===== src/rtl/div_unit_if.sv =====
// Operand/result handshake between the issue logic and the iterative divider.
// The master side launches operations and flushes them; the slave side is the
// divider itself.
interface div_unit_if;
  logic        start_i;
  logic [1:0]  op_i;
  logic [31:0] a_i;
  logic [31:0] b_i;
  logic        kill_i;
  logic        busy_o;
  logic        done_o;
  logic [31:0] result_o;

  modport master (
    output start_i,
    output op_i,
    output a_i,
    output b_i,
    output kill_i,
    input  busy_o,
    input  done_o,
    input  result_o
  );

  modport slave (
    input  start_i,
    input  op_i,
    input  a_i,
    input  b_i,
    input  kill_i,
    output busy_o,
    output done_o,
    output result_o
  );
endinterface


===== src/rtl/div_unit.sv =====
// Iterative radix-2 restoring divider for RV32M DIV/DIVU/REM/REMU.
// One quotient bit per cycle on magnitudes, sign fix-up in a final cycle.
// Divide-by-zero and signed overflow bypass the iterations entirely.
module div_unit (
  input  logic       clk_i,
  input  logic       rst_i,
  div_unit_if.slave  bus
);

  typedef enum logic [1:0] {
    IDLE = 2'b00,
    CALC = 2'b01,
    FIX  = 2'b10
  } state_t;

  state_t      state_r;
  state_t      state_nx_s;
  logic        load_s;
  logic        step_s;
  logic        fix_s;

  logic [1:0]  op_r;
  logic        neg_quo_r;
  logic        neg_rem_r;
  logic [31:0] div_r;
  logic [31:0] quo_r;
  logic [31:0] rem_r;
  logic [5:0]  cnt_r;
  logic        spec_r;
  logic [31:0] spec_res_r;
  logic [31:0] result_r;
  logic        done_r;

  logic        signed_op_s;
  logic [31:0] abs_a_s;
  logic [31:0] abs_b_s;
  logic        div_zero_s;
  logic        ovf_s;
  logic        special_s;
  logic [31:0] special_res_s;
  logic [32:0] shifted_s;
  logic        fits_s;
  logic [31:0] diff_s;
  logic [31:0] fix_res_s;

  // Two's complement negation, modulo 2^32.
  function automatic logic [31:0] neg32(input logic [31:0] v);
    return (~v) + 32'd1;
  endfunction

  assign signed_op_s = ~bus.op_i[0];
  assign abs_a_s     = (signed_op_s && bus.a_i[31]) ? neg32(bus.a_i) : bus.a_i;
  assign abs_b_s     = (signed_op_s && bus.b_i[31]) ? neg32(bus.b_i) : bus.b_i;
  assign div_zero_s  = (bus.b_i == 32'h0000_0000);
  assign ovf_s       = signed_op_s && (bus.a_i == 32'h8000_0000) && (bus.b_i == 32'hFFFF_FFFF);
  assign special_s   = div_zero_s || ovf_s;

  // The shift keeps rem_r[31] so divisors of 2^31 and above still compare correctly;
  // the difference always fits in 32 bits whenever it is taken.
  assign shifted_s   = {rem_r, quo_r[31]};
  assign fits_s      = (shifted_s >= {1'b0, div_r});
  assign diff_s      = shifted_s[31:0] - div_r;

  // Preloaded result for the cases that skip the iterations.
  always_comb begin
    special_res_s = 32'h0000_0000;
    if (div_zero_s) begin
      special_res_s = bus.op_i[1] ? bus.a_i : 32'hFFFF_FFFF;
    end else if (ovf_s) begin
      special_res_s = bus.op_i[1] ? 32'h0000_0000 : 32'h8000_0000;
    end else begin
      special_res_s = 32'h0000_0000;
    end
  end

  // Sign correction of the iterated quotient/remainder.
  always_comb begin
    fix_res_s = 32'h0000_0000;
    case (op_r)
      2'b00:   fix_res_s = neg_quo_r ? neg32(quo_r) : quo_r;
      2'b01:   fix_res_s = quo_r;
      2'b10:   fix_res_s = neg_rem_r ? neg32(rem_r) : rem_r;
      2'b11:   fix_res_s = rem_r;
      default: fix_res_s = rem_r;
    endcase
  end

  // State register.
  always_ff @(posedge clk_i) begin
    if (rst_i) begin
      state_r <= IDLE;
    end else begin
      state_r <= state_nx_s;
    end
  end

  // Next-state and datapath control; kill overrides everything, including a start.
  always_comb begin
    state_nx_s = state_r;
    load_s     = 1'b0;
    step_s     = 1'b0;
    fix_s      = 1'b0;
    case (state_r)
      IDLE: begin
        if (bus.kill_i) begin
          state_nx_s = IDLE;
        end else if (bus.start_i) begin
          load_s     = 1'b1;
          state_nx_s = special_s ? FIX : CALC;
        end else begin
          state_nx_s = IDLE;
        end
      end
      CALC: begin
        if (bus.kill_i) begin
          state_nx_s = IDLE;
        end else begin
          step_s     = 1'b1;
          state_nx_s = (cnt_r == 6'd31) ? FIX : CALC;
        end
      end
      FIX: begin
        if (bus.kill_i) begin
          state_nx_s = IDLE;
        end else begin
          fix_s      = 1'b1;
          state_nx_s = IDLE;
        end
      end
      default: begin
        state_nx_s = IDLE;
      end
    endcase
  end

  // Operand capture, shift/subtract iterations and the output register.
  always_ff @(posedge clk_i) begin
    if (rst_i) begin
      op_r       <= 2'b00;
      neg_quo_r  <= 1'b0;
      neg_rem_r  <= 1'b0;
      div_r      <= 32'h0000_0000;
      quo_r      <= 32'h0000_0000;
      rem_r      <= 32'h0000_0000;
      cnt_r      <= 6'd0;
      spec_r     <= 1'b0;
      spec_res_r <= 32'h0000_0000;
      result_r   <= 32'h0000_0000;
      done_r     <= 1'b0;
    end else begin
      done_r <= 1'b0;
      if (load_s) begin
        op_r       <= bus.op_i;
        neg_quo_r  <= signed_op_s & (bus.a_i[31] ^ bus.b_i[31]);
        neg_rem_r  <= signed_op_s & bus.a_i[31];
        div_r      <= abs_b_s;
        quo_r      <= abs_a_s;
        rem_r      <= 32'h0000_0000;
        cnt_r      <= 6'd0;
        spec_r     <= special_s;
        spec_res_r <= special_res_s;
      end else if (step_s) begin
        if (fits_s) begin
          rem_r <= diff_s;
          quo_r <= {quo_r[30:0], 1'b1};
        end else begin
          rem_r <= shifted_s[31:0];
          quo_r <= {quo_r[30:0], 1'b0};
        end
        cnt_r <= cnt_r + 6'd1;
      end else if (fix_s) begin
        result_r <= spec_r ? spec_res_r : fix_res_s;
        done_r   <= 1'b1;
      end
    end
  end

  assign bus.busy_o   = (state_r != IDLE);
  assign bus.done_o   = done_r;
  assign bus.result_o = result_r;

endmodule


===== src/flat_wrapper.sv =====
// flat-port wrapper written by rule: the top's interface ports become plain ports
module div_unit_flat 
  (clk_i, rst_i, bus_start_i, bus_op_i, bus_a_i, bus_b_i, bus_kill_i, bus_busy_o, bus_done_o, bus_result_o);
  div_unit_if bus_i ();
  input  logic clk_i;
  input  logic rst_i;
  input wire logic [$bits(bus_i.start_i)-1:0] bus_start_i;
  input wire logic [$bits(bus_i.op_i)-1:0] bus_op_i;
  input wire logic [$bits(bus_i.a_i)-1:0] bus_a_i;
  input wire logic [$bits(bus_i.b_i)-1:0] bus_b_i;
  input wire logic [$bits(bus_i.kill_i)-1:0] bus_kill_i;
  output wire logic [$bits(bus_i.busy_o)-1:0] bus_busy_o;
  output wire logic [$bits(bus_i.done_o)-1:0] bus_done_o;
  output wire logic [$bits(bus_i.result_o)-1:0] bus_result_o;
  assign bus_i.start_i = bus_start_i;
  assign bus_i.op_i = bus_op_i;
  assign bus_i.a_i = bus_a_i;
  assign bus_i.b_i = bus_b_i;
  assign bus_i.kill_i = bus_kill_i;
  assign bus_busy_o = bus_i.busy_o;
  assign bus_done_o = bus_i.done_o;
  assign bus_result_o = bus_i.result_o;
  div_unit u_core (.clk_i(clk_i), .rst_i(rst_i), .bus(bus_i));
endmodule

===== config.mk =====
export PLATFORM = sky130hd
export DESIGN_NAME = div_unit_flat
export DESIGN_NICKNAME = d
export VERILOG_FILES = /design/src/rtl/div_unit_if.sv /design/src/rtl/div_unit.sv /design/src/flat_wrapper.sv
export SDC_FILE = /design/constraint.sdc
export NUM_CORES = 1
export LEC_CHECK = 0
export ABC_AREA = 1
export CORE_UTILIZATION = 40
export DETAILED_ROUTE_END_ITERATION = 10
export SLEW_MARGIN = 5
export SYNTH_ARGS = -nofsm -noshare
export SYNTH_HDL_FRONTEND = slang
export SYNTH_SLANG_ARGS = --single-unit
export TNS_END_PERCENT = 50

===== constraint.sdc =====
create_clock -name clk_i -period 2.1 [get_ports clk_i]
set_input_delay 0.315 -clock clk_i [delete_from_list [all_inputs] [get_ports clk_i]]
set_output_delay 0.315 -clock clk_i [all_outputs]
set_load 0.05 [all_outputs]

==> key figures <==
Status
  • Status: finished, violations left
  • Violated checks: negative setup slack

Synthesis
  • Flops & latches, synth: 174
  • EDFF count, synth: 0
  • Most common cell in the netlist: nand2_1
  • Largest area contributor in the netlist: dfxtp_1
  • Post-synth ARST share: 0%
  • Synth top area cells: dfxtp_1 (24%), nand2_1 (19%), inv_1 (8.6%), nand3_1 (7.0%), a21oi_1 (6.7%)
  • Share of the synthesized area in the top cell type: 24.4%
  • Mapped Nets: 2,563
  • Synth Flop Type: dfxtp_1
  • Sequential area share after synthesis: 24.4%
  • Post-Syn Area per Cell: 5.81 µm²
  • Ys Warns: 0
  • Mapped Cells: 2,454
  • Syn Std Cell Area: 0.0143 mm²
  • Post-synth top cells: nand2_1 (719), inv_1 (326), nor2_1 (253)
  • Cell variety after synth: 52

Timing
  • Worst Max-Slew Pin Slew: 620 ps
  • Tcrit/Tclk final: 101%
  • Max_slew headroom: 58.2%
  • Worst Clk Skew: 14.3 ps
  • Final setup margin: -24.4 ps
  • Final setup vio count: 2
  • Post-layout min period: 2120 ps
  • F_max: 471 MHz
  • Fin. Hold Viols: 0
  • Pins Over Slew Limit: 0
  • RSZ-0062 raised after global routing: yes

Global route
  • First-pass GRT wire length: 86,800 µm
  • Largest net degree at the start of global routing: 95
  • Tot GR Track Use: 30.7%
  • Total grt overflow: 0
  • Via count of the first global-routing pass: 16,024
  • Initial antenna violation count: 0

Drt
  • Drt total wl: 56,700 µm
  • Drt first pass iters: 6
  • Initial DRC count: 1,773
  • Drt via density: 5.27
  • Residual DRC count: 0
  • Mean routed wirelength per cell: 17.1 µm
  • Via count: 17,533
  • Final ANT Viol Nets: 0

Placement
  • GPL Wtd Cong: 0.970
  • Placed cells: 3,272
  • I/O Buffers: 103
  • Post-DP HPWL: 44,100 µm

Hold path
  • Hold Path Cell Cnt: 2
  • HP Start: rst_i
  • Hold EP: u_core.state_r[0]
  • Hold Crit Class: in2reg

Worst setup path
  • Crit end category: flop
  • FF-to-FF setup slack: -20 ps
  • FF-to-FF path depth: 14
  • Crit path max fanout: 9
  • Req. time, crit path: 2480 ps
  • Reg2reg start: u_core.div_r[23]
  • R2r endpoint: u_core.rem_r[0]
  • Arr. time, crit path: 2510 ps
  • Crit path launch type: flop
  • Critical path type: reg2reg

Power and ir drop
  • Leakage power: 9.50 nW
  • Power density of the placed cells: 571 mW/mm²
  • Worst VDD drop: 0.638 mV
  • Total power: 11.5 mW

Job
  • MaxCap Viol Count: 0

Clock network
  • TritonCTS Buffers: 17
  • Clock transition at path regs: 70 ps
  • Clk buf depth: 2
  • Clk Latency, worst-skew pair: 460 ps
  • H-tree Lvls: 4
  • CTS tree: built
  • Root buf cell: clkbuf_16
  • # hold bufs at CTS: 0
  • Clock sink count: 174

Die
  • Core Box Area: 0.0348 mm²
  • Die H: 191 µm
  • Die outline width: 191 µm
  • Initial Utilization: 41.0%
  • Die area: 0.0364 mm²
  • Boundary Pins: 104
  • Core Rows: 68

Layout
  • Share of layout cells above drive strength 1: 25.1%
  • Multi-input gate area in the final layout: 0.0100 mm²
  • Post-layout nets: 2,967
  • Number of diodes: 0
  • FF+latch area: 0.00353 mm²
  • Final Non-Filler Cells: 3,325
  • Layout fillers: 3,504
  • P&R area growth vs syn: 41.4%
final cells by class:
type	instances	area share (%)
tap	455	2.83
clock inverter	11	0.528
clock buffer	20	2.27
inverter	335	6.36
multi-input combinational	1848	49.7
sequential	174	17.5
timing repair buffer	482	20.8
worst max-delay path, stage by stage, from the launching register on:
cell     delay (ps)
dfxtp_1         310
inv_2           100
ha_4            230
nand2_2         130
nor2_4           60
nand2_2         100
nor2_4           50
nand3_2          70
o21ai_2          70
nor2_4          310
nand2_8         130
buf_12          160
nand2_1          70
nand3_1          90
a21oi_1         160
what timing repair did:
action	in CTS	in global routing
setup buffers	4	14
pin swaps	7	37
gates resized for setup	79	221
gates cloned	0	4
setup endpoints to repair	36	54
hold endpoints to repair	0	0
cells in the final DEF (no fill, tap or decap), types with 19 or more instances in the layout:
cell type        Yosys  final
inv_2                7     36
dfxtp_2              0     33
nand2_2              5     68
nand4_1             46     46
buf_12               0     20
clkbuf_16            0     20
nand3_1            199    189
nand2_1            719    644
o21ai_0            149    144
ha_4                 0     30
inv_1              326    287
a21oi_1            192    173
buf_4                3    353
nand3_2             31     39
dfxtp_1            174    139
nor2_1             253    226
o211ai_1            46     46
nor2_2               9     24
nor3_1              25     22
clkdlybuf4s50_1      0    101
xor2_1              30     30
a21oi_2              1     19
cell families after synthesis:
family,share of synthesized area [%]
AOI/OAI and AO/OA,16.8
xor gates and xnor gates,2.83
adders and majority gates,3.48
buffers and inverters,12.1
DFF,24.4
and+or+nand+nor,40.3
worst max-delay path by stage:
stage	startpoint	to	slack, ps	cells after the start
floorplan	u_core.quo_r[31]	u_core.rem_r[16]	190	14
global placement	bus_a_i[7]	u_core.quo_r[31]	-290	10
detailed placement	bus_a_i[7]	u_core.quo_r[31]	-300	10
CTS	u_core.div_r[30]	u_core.rem_r[8]	2	12
global route	u_core.quo_r[31]	u_core.rem_r[30]	-150	16
finish	u_core.div_r[23]	u_core.rem_r[0]	-20	14
sequential cells by signal (all words and copies together), names as in the netlist, 2 cells and up:
| signal | cells |
|---|---|
| u_core.bus.result_o | 32 |
| u_core.state_r | 2 |
| u_core.div_r | 32 |
| u_core.rem_r | 32 |
| u_core.spec_res_r | 32 |
| u_core.cnt_r | 6 |
| u_core.op_r | 2 |
| u_core.quo_r | 32 |
where the power goes:
part           total [mW]  switching (mW)  leakage (nW)  internal, mW
Sequential           3.50          0.0985          1.43          3.40
Clock                3.23            1.53         0.275          1.70
Combinational        4.78            2.71          7.80          2.07
Total                11.5            4.34          9.50          7.18
through the flow:
stage                     setup slack [ps]  instance area, µm²  hold WS (ps)  setup TNS [ps]  utilization (%)
after global routing                  -146               20200           120           -2430             57.9
after floorplan                        193               14300           428               0                -
final                                -24.4               20200           133           -30.3             57.9
after detailed placement              -298               18300           454          -15050             52.6
after global placement                -285               18300           449          -11130             52.6
after CTS                             1.91               19300           109               0             55.4
routing by layer:
layer | global-route usage, % | share of wire, % | wire length (µm)
met1 | 43.5 | 47 | 26800
met3 | 3.33 | 5.3 | 3030
met4 | 8.86 | 2.4 | 1340
met2 | 48.5 | 45 | 25600
met5 | 0 | 0 | 0
No activity file was read; power rests on OpenSTA's default activity.
